<file path="src/rtl/mic_register_file_hs.sv">
// mic_register_file_hs
//   Mic-1 datapath register file. It has two combinational read ports (A and B), one
//   masked write port from the C bus, and two independent req/ack memory ports: word
//   data and byte instruction fetch. While either memory transaction is outstanding,
//   stall is asserted so that the control store holds.
//
// Parameters
//   NBITS  datapath width (>=16)
//   NREGS  writable registers H..MAR plus extra GPRs R9.. (9..16)
//   SELW   width of the A/B select codes
//
// Ports
//   clk, reset                 rising-edge clock, synchronous active-low reset
//   c_bus, write_c             write data and per-register write mask
//                              (0 H,1 OPC,2 TOS,3 CPP,4 LV,5 SP,6 PC,7 MDR,8 MAR,9+ Rn)
//   enable_a/_b, a_bus/b_bus   read selects and read data
//   mem_control                bit0 fetch, bit1 rd, bit2 wr
//   stall, mem_err             transaction outstanding, sticky protocol error
//   dmem_*                     data port (word address {MAR,2'b00})
//   imem_*                     byte fetch port (address = PC)
//
// Build option
//   PC_AUTOINC_EN: when defined, a fetch completion increments PC. A C-bus write of PC
//   in the same cycle takes priority over the increment.

module mic_register_file_hs #(
  parameter int NBITS = 32,
  parameter int NREGS = 9,
  parameter int SELW  = 4
) (
  input  logic             clk,
  input  logic             reset,
  input  logic [NBITS-1:0] c_bus,
  input  logic [NREGS-1:0] write_c,
  input  logic [SELW-1:0]  enable_a,
  input  logic [SELW-1:0]  enable_b,
  output logic [NBITS-1:0] a_bus,
  output logic [NBITS-1:0] b_bus,
  input  logic [2:0]       mem_control,
  output logic             stall,
  output logic             mem_err,
  output logic             dmem_req,
  output logic             dmem_we,
  output logic [NBITS-1:0] dmem_addr,
  output logic [NBITS-1:0] dmem_wdata,
  input  logic [NBITS-1:0] dmem_rdata,
  input  logic             dmem_ack,
  output logic             imem_req,
  output logic [NBITS-1:0] imem_addr,
  input  logic [7:0]       imem_rdata,
  input  logic             imem_ack
);

  localparam int unsigned IDX_H   = 0;
  localparam int unsigned IDX_OPC = 1;
  localparam int unsigned IDX_TOS = 2;
  localparam int unsigned IDX_CPP = 3;
  localparam int unsigned IDX_LV  = 4;
  localparam int unsigned IDX_SP  = 5;
  localparam int unsigned IDX_PC  = 6;
  localparam int unsigned IDX_MDR = 7;
  localparam int unsigned IDX_MAR = 8;

  typedef enum logic [1:0] {D_IDLE, D_RD, D_WR} dstate_e;
  typedef enum logic       {F_IDLE, F_WAIT}     fstate_e;

  logic [NBITS-1:0] regs_q [NREGS];
  logic [NBITS-1:0] regs_d [NREGS];
  logic [7:0]       mbr_q, mbr_d;
  dstate_e          dstate_q, dstate_d;
  fstate_e          fstate_q, fstate_d;
  logic             err_q, err_d;
  logic             dreq_q, dreq_d;
  logic             dwe_q, dwe_d;
  logic [NBITS-1:0] daddr_q, daddr_d;
  logic [NBITS-1:0] dwdata_q, dwdata_d;
  logic             ireq_q, ireq_d;
  logic [NBITS-1:0] iaddr_q, iaddr_d;

  logic fetch, rd, wr;
  assign fetch = mem_control[0];
  assign rd    = mem_control[1];
  assign wr    = mem_control[2];

  // Read-code decode shared by both buses; unmapped codes read as zero.
  function automatic logic [NBITS-1:0] read_sel(input logic [SELW-1:0] code);
    logic [NBITS-1:0] v;
    int unsigned      c;
    v = '0;
    c = {{(32-SELW){1'b0}}, code};
    case (c)
      0: v = regs_q[IDX_MDR];
      1: v = regs_q[IDX_PC];
      2: v = {{(NBITS-8){1'b0}}, mbr_q};
      3: v = {{(NBITS-8){mbr_q[7]}}, mbr_q};
      4: v = regs_q[IDX_SP];
      5: v = regs_q[IDX_LV];
      6: v = regs_q[IDX_CPP];
      7: v = regs_q[IDX_TOS];
      8: v = regs_q[IDX_OPC];
      9: v = regs_q[IDX_H];
      default: begin
        // Code 10+k selects extra register index 9+k.
        for (int unsigned k = 9; k < NREGS; k++) begin
          if (c == k + 1) v = regs_q[k];
        end
      end
    endcase
    return v;
  endfunction

  assign a_bus      = read_sel(enable_a);
  assign b_bus      = read_sel(enable_b);
  assign stall      = (dstate_q != D_IDLE) | (fstate_q != F_IDLE);
  assign mem_err    = err_q;
  assign dmem_req   = dreq_q;
  assign dmem_we    = dwe_q;
  assign dmem_addr  = daddr_q;
  assign dmem_wdata = dwdata_q;
  assign imem_req   = ireq_q;
  assign imem_addr  = iaddr_q;

  always_comb begin
    for (int unsigned i = 0; i < NREGS; i++) begin
      regs_d[i] = write_c[i] ? c_bus : regs_q[i];
    end
    mbr_d    = mbr_q;
    dstate_d = dstate_q;
    fstate_d = fstate_q;
    err_d    = err_q;
    dreq_d   = dreq_q;
    dwe_d    = dwe_q;
    daddr_d  = daddr_q;
    dwdata_d = dwdata_q;
    ireq_d   = ireq_q;
    iaddr_d  = iaddr_q;

    // Data port
    case (dstate_q)
      D_IDLE: begin
        if (rd & wr) begin
          err_d = 1'b1;
        end else if (rd | wr) begin
          dstate_d = rd ? D_RD : D_WR;
          dreq_d   = 1'b1;
          dwe_d    = wr;
          daddr_d  = {regs_q[IDX_MAR][NBITS-3:0], 2'b00};
          dwdata_d = regs_q[IDX_MDR];
        end
      end
      default: begin
        if (rd | wr) err_d = 1'b1;
        if (dmem_ack) begin
          // Read data takes priority over a C-bus write of MDR in the same cycle.
          if (dstate_q == D_RD) regs_d[IDX_MDR] = dmem_rdata;
          dstate_d = D_IDLE;
          dreq_d   = 1'b0;
          dwe_d    = 1'b0;
        end
      end
    endcase

    // Fetch port
    case (fstate_q)
      F_IDLE: begin
        if (fetch) begin
          fstate_d = F_WAIT;
          ireq_d   = 1'b1;
          iaddr_d  = regs_q[IDX_PC];
        end
      end
      default: begin
        if (fetch) err_d = 1'b1;
        if (imem_ack) begin
          mbr_d    = imem_rdata;
          fstate_d = F_IDLE;
          ireq_d   = 1'b0;
`ifdef PC_AUTOINC_EN
          if (!write_c[IDX_PC]) begin
            regs_d[IDX_PC] = regs_q[IDX_PC] + {{(NBITS-1){1'b0}}, 1'b1};
          end
`endif
        end
      end
    endcase
  end

  always_ff @(posedge clk) begin
    if (!reset) begin
      for (int unsigned i = 0; i < NREGS; i++) regs_q[i] <= '0;
      mbr_q    <= '0;
      dstate_q <= D_IDLE;
      fstate_q <= F_IDLE;
      err_q    <= 1'b0;
      dreq_q   <= 1'b0;
      dwe_q    <= 1'b0;
      daddr_q  <= '0;
      dwdata_q <= '0;
      ireq_q   <= 1'b0;
      iaddr_q  <= '0;
    end else begin
      for (int unsigned i = 0; i < NREGS; i++) regs_q[i] <= regs_d[i];
      mbr_q    <= mbr_d;
      dstate_q <= dstate_d;
      fstate_q <= fstate_d;
      err_q    <= err_d;
      dreq_q   <= dreq_d;
      dwe_q    <= dwe_d;
      daddr_q  <= daddr_d;
      dwdata_q <= dwdata_d;
      ireq_q   <= ireq_d;
      iaddr_q  <= iaddr_d;
    end
  end

endmodule

</file>
<file path="config.mk">
export PLATFORM = sky130hd
export DESIGN_NAME = mic_register_file_hs
export DESIGN_NICKNAME = d
export VERILOG_FILES = /design/src/rtl/mic_register_file_hs.sv
export SDC_FILE = /design/constraint.sdc
export NUM_CORES = 1
export LEC_CHECK = 0
export CORE_MARGIN = 3
export CORE_UTILIZATION = 25
export DETAILED_ROUTE_END_ITERATION = 8
export DONT_BUFFER_PORTS = 1
export PLACE_DENSITY = 0.36
export REMOVE_ABC_BUFFERS = 1
export SETUP_SLACK_MARGIN = 0.02
export SYNTH_ARGS = -nofsm -noshare
export SYNTH_HDL_FRONTEND = slang
export SYNTH_SLANG_ARGS = --single-unit
</file>
<file path="constraint.sdc">
create_clock -name clk -period 3.1 [get_ports clk]
set_input_delay 0.465 -clock clk [delete_from_list [all_inputs] [get_ports clk]]
set_output_delay 0.465 -clock clk [all_outputs]
set_load 0.02 [all_outputs]
</file>
==> flow_summary.yaml, run 1 <==
outcome:
  status: "finished clean"
finish:
  num-fill-cells: 8187
  drive_gt1_frac: 0.0810
  syn2layout_area_growth_pct: 15.7
  nets: 2168
  multi_input_area_mm2: 0.0108
  seqCellArea_mm2: 0.00791
logic_synthesis:
  synth_top_area_frac: 0.400
  syn_area_mm2: 0.0198
  synth_seq_cells: 395
  synth-seq-area-share: 0.400
  synth.distinct_cells: 64
  synth.most_common_cell: "mux2i_1"
  ys_async_sr_fraction: 0
  ys_top_cells_by_area: "dfxtp_1 40%, mux2i_1 21%, nor2b_1 8.5%"
  synth_edf_count: 0
  synth_area_leader_cell: "dfxtp_1"
  ys_warn_count: 0
  synth_cells: 2119
  syn_area_per_cell_um2: 9.32
  synth-main-ff-cell: "dfxtp_1"
  synth_commonest_cells: "405 x mux2i_1, 395 x dfxtp_1, 267 x nor2b_1, 256 x nand2_1, 114 x clkbuf_1"
cts:
  post-cts-setup-buffer-count: 0
  cts_htree_levels: 2
  clkSlewWorstSetupHoldPaths_ns: 0.06
  worstSkewPairLatency_ns: 0.61
  clk_path_buf_depth: 3
  cts_tree: "built"
  cts-root-buf: "clkbuf_16"
  cts_buffers: 52
  cts_num_sinks: 395
setup_path:
  worst-setup-path-type: "reg2out"
  start_kind: "flop"
  worstPathRequired_ns: 2.63
  worstPathMaxFanout: 11
  worstPathArrival_ns: 2.46
  cp-end-kind: "primary output"
timing:
  clock.fmax_mhz: 342
  slew_headroom: 0.321
  rsz0062_at_grt: "false"
  drv_slew: 0
  finalCritPeriodShare: 0.944
  min_period_ns: 2.93
  setup_tns_ns: 0
  max_slew.worst_pin.slew_ns: 1.02
  fin_skew_ns: 0.0217
  hold_violations: 0
  final-setup-viol-count: 0
  whs_ns: 0.0325
global_route:
  antenna_found_initial: 1
  grt_max_degree: 389
  grt_pass1_vias: 16300
  gr-usage-all-layers: 0.199
  grt_pass1_wl_um: 121000
  overflow: 0
die:
  die_w_um: 287
  dieArea_mm2: 0.0824
  die_height_um: 287
  core_region_area_mm2: 0.0778
  ioPinCount: 261
  initial_core_util: 0.254
  core.rowCount: 102
routing:
  via_per_inst: 5.08
  drtPass1Iterations: 5
  wirelength_um: 84200
  vias: 16000
  wire_per_inst_um: 26.7
  ant_nets: 0
  drt_iter0_drc: 1131
  drcViolationCount: 0
worst_hold_path:
  hold_class: "in2reg"
pwr:
  peakVddDrop_mv: 0.359
  power.leakage_uw: 0.00924
  pwr_density_cell_mw_per_mm2: 585
run:
  cap_violations: 0
placed_design:
  portBuffers: 0
  place_congestion: 0.826
  post-dp-hpwl_um: 52200
flip-flops by register name, summed over array words and instances (netlist names):
name and count:
regs_q 286, dmem_wdata 32, imem_addr 32, dmem_addr 30, mbr_q 8, dstate_q 2
dmem_req 1, dmem_we 1, fstate_q 1, imem_req 1, mem_err 1
logic make-up (layout without fill, tap and decap cells):
family,count (synthesis),after routing,synth area share
compound gates,434,434,0.163
buf+inv,221,212,0.0541
other cells,1,3,0.000190
simple gates,660,660,0.176
mux,407,407,0.206
flops,395,395,0.400
fa+ha+maj,1,1,0.000507
cell type report:
type / instances / share of cell area
multi-input cells: 1504 / 0.473
flip-flops and latches: 395 / 0.346
clock buffers: 68 / 0.0635
repair buffers: 113 / 0.0460
diodes: 1 / 0.000109
clock inverters: 25 / 0.0135
inverters: 6 / 0.000985
well taps: 1040 / 0.0569
metal layers:
metal / GRT usage / vias to the layer above / wire length (um) / share of wire
met5: 0 / - / 0 / 0
met4: 0.0493 / 0 / 1950 / 0.023
met3: 0.0443 / 122 / 5360 / 0.064
met2: 0.324 / 547 / 38400 / 0.46
met1: 0.267 / 7919 / 38500 / 0.46
li1: - / 7413 / - / -
worst max-delay path, cell delays in order (launching register included):
cell     delay [ns]
dfxtp_2        0.41
and3b_1        0.22
buf_4          0.17
nor2b_1        0.15
buf_4          0.21
nor3_1         0.26
o21ai_0        0.22
buf_4          0.21
placed cells by master, fill, tap and decap left out, drive strengths merged, types with 9 or more instances in the layout:
master and instances:
dfxtp 395, nor2 32, o21ai 11, nor2b 267, o211a 33, nor3 12
a211o 18, nand3 11, clkbuf 68, buf 57, o221ai 15, clkinv 16
o22ai 71, or3 21, dlygate4sd3 56, a22oi 93, o211ai 9, mux2i 405
nand2 257, a21boi 107, a21oi 42, nand2b 13
path summary, 6_finish.rpt:
| kind | startpoint | to | slack, ns | cells after the start |
|---|---|---|---|---|
| max | mbr_q[7] | a_bus[9] | 0.17 | 7 |
| min | c_bus[14] | regs_q[1][46] | 0.03 | 2 |
| max reg2reg | dstate_q[0] | dmem_addr[15] | 1.28 | 4 |
| min reg2reg | regs_q[4][8] | dmem_addr[10] | 0.45 | 2 |
per-stage QoR:
step,worst slack [ns],instance area [um^2],utilization,power (uW),std cells
after global routing,0.114,22900,0.294,13900,3151
after global placement,0.429,20500,0.264,7070,3002
after floorplan,0.835,18700,-,6600,1905
after detailed placement,0.477,20500,0.264,7080,3002
final,0.172,22900,0.294,13400,3152
after CTS,0.141,22900,0.294,13600,3151
report_power, final:
| group | leakage [uW] | total [uW] | internal [uW] | switching [uW] |
|---|---|---|---|---|
| registers | 0.00325 | 5700 | 5370 | 335 |
| clock network | 0.000875 | 6330 | 3860 | 2470 |
| logic | 0.00512 | 1330 | 638 | 696 |
timing repair:
| item | in CTS | in global routing |
|---|---|---|
| hold buffers | 56 | 0 |
| resized for setup | 1 | 0 |
| endpoints found under the hold margin | 79 | 0 |
| setup endpoints to repair | 4 | 0 |
(Power assumes the default switching activity.)
==> inputs of run 2 (changes only) <==
--- a/config.mk
+++ b/config.mk
@@ -6,10 +6,10 @@
 export NUM_CORES = 1
 export LEC_CHECK = 0
 export CORE_MARGIN = 3
-export CORE_UTILIZATION = 25
+export CORE_UTILIZATION = 45
 export DETAILED_ROUTE_END_ITERATION = 8
 export DONT_BUFFER_PORTS = 1
-export PLACE_DENSITY = 0.36
+export PLACE_DENSITY = 0.58
 export REMOVE_ABC_BUFFERS = 1
 export SETUP_SLACK_MARGIN = 0.02
 export SYNTH_ARGS = -nofsm -noshare
==> constraint.sdc (replaced) <==
create_clock -name clk -period 3.1 [get_ports clk]
set_input_delay 0.31 -clock clk [delete_from_list [all_inputs] [get_ports clk]]
set_output_delay 0.31 -clock clk [all_outputs]
set_load 0.02 [all_outputs]
==> run 2 against run 1 <==
- clock power is 11% lower
- sequential share of layout area is 0.88 points lower
- maximum frequency is 11% higher
- register-to-register slack worse by 0.54 ns
- largest cell class unchanged
==> flow_summary.yaml, run 2 (synthesis gave the netlist of run 1 again) <==
routing:
  drt_iter0_drc: 1593
  drtPass1Iterations: 8
  vias: 16800
  wire_per_inst_um: 26.0
  wirelength_um: 73000
  drcViolationCount: 0
  ant_nets: 0
  via_per_inst: 6.00
setup_path:
  worstPathRequired_ns: 2.79
  start_kind: "flop"
  worst-setup-path-type: "reg2out"
  setup.worst_path.start: "mbr_q[7]"
  worstPathArrival_ns: 2.33
  cp-end-kind: "primary output"
  timing.rr.start: "dstate_q[1]"
  worstPathMaxFanout: 10
finish:
  utilization: 0.542
  layout_common_cells: "405 x mux2i_1, 395 x dfxtp_1, 266 x nor2b_1, 256 x nand2_1, 190 x dlygate4sd3_1"
  syn2layout_area_growth_pct: 18.7
  drive_gt1_frac: 0.0635
  largest_reg_flops: 286
  multi_input_area_mm2: 0.0108
  diodes: 0
  layout_commonest_cell: "mux2i_1"
  num-fill-cells: 3997
  seqCellArea_mm2: 0.00791
  top_register: "regs_q"
  nets: 2282
placed_design:
  pre_cts_slack_ns: 0.885
  post-dp-hpwl_um: 41000
  portBuffers: 0
  place_congestion: 0.867
global_route:
  overflow: 0
  grt_pass1_wl_um: 109000
  grt_pass1_vias: 16500
  antenna_found_initial: 0
  grt_max_degree: 248
  gr-usage-all-layers: 0.305
cts:
  cts-root-buf: "clkbuf_16"
  cts_hold_buf: 200
  post-cts-setup-buffer-count: 0
  cts_buffers: 46
  cts_tree: "built"
  cts_num_sinks: 395
  worstSkewPairLatency_ns: 0.58
  cts_htree_levels: 2
  ctsResizeCount: 0
  clkSlewWorstSetupHoldPaths_ns: 0.06
  clk_path_buf_depth: 3
die:
  core_region_area_mm2: 0.0433
  die_height_um: 216
  ioPinCount: 261
  die_w_um: 216
  core.rowCount: 76
  initial_core_util: 0.457
  dieArea_mm2: 0.0465
run:
  cap_violations: 0
pwr:
  pwr_density_cell_mw_per_mm2: 554
  power.leakage_uw: 0.00984
  peakVddDrop_mv: 0.383
timing:
  clock.fmax_mhz: 378
  hold_violations: 0
  rsz0062_at_grt: "false"
  min_period_ns: 2.64
  drv_slew: 0
  max_slew.worst_pin.slew_ns: 0.997
  finalCritPeriodShare: 0.853
  setup_tns_ns: 0
  final-setup-viol-count: 0
  fin_skew_ns: 0.0180
  slew_headroom: 0.336
  setup_ws_ns: 0.456
outcome:
  status: "finished clean"
worst_hold_path:
  hold_class: "in2reg"
  min_from: "dmem_ack"
## run 2: cell types whose count changed in the layout (fill, tap and decap cells not counted), sizes merged
cell / change
inv: +2
clkinv: -12
buf: -14
diode: -1
clkbuf: +2
dlygate4sd3: +134
clkinvlp: -1
bufinv: -3
## run 2: worst paths after layout
kind / endpoint / slack, ns / cells after the start
setup reg to reg: regs_q[3][45] / 0.74 / 4
setup / recovery: b_bus[11] / 0.46 / 5
hold reg to reg: dmem_addr[30] / 0.45 / 2
hold / removal: dmem_we / 0.06 / 2
## run 2: cell type report
cell class,instances,area share
clock inverter,11,0.00704
tap,585,0.0312
inverter,6,0.000960
sequential,395,0.337
timing repair buffer,233,0.103
multi-input combinational,1504,0.461
clock buffer,70,0.0594
## run 2: routing by layer
metal / routed length (um) / GRT usage
met5: 0 / 0
met3: 6880 / 0.0901
met2: 33400 / 0.491
met1: 30600 / 0.399
met4: 2050 / 0.0894
## run 2: report_power, final
part	internal, uW	switching [uW]	total, uW
sequential	5370	324	5690
combinational	775	904	1680
clock	3420	2200	5620
total	9560	3430	13000
## run 2: through the flow
stage                     hold WS (ns)  cells  instance area (um^2)  total power [uW]
final                           0.0603   2804                 23500             13000
after global routing            0.0372   2804                 23500             13400
after CTS                       0.0343   2804                 23500             13000
after detailed placement         0.443   2523                 19700              6970
after global placement           0.435   2523                 19700              6940
after floorplan                  0.427   1905                 18700              6600
## run 2: critical path, stage by stage (launching register included)
cell and delay [ns]:
dfxtp_1 0.31, buf_4 0.19, nand3_1 0.09, buf_4 0.25
nor2_1 0.19, or4_1 0.72
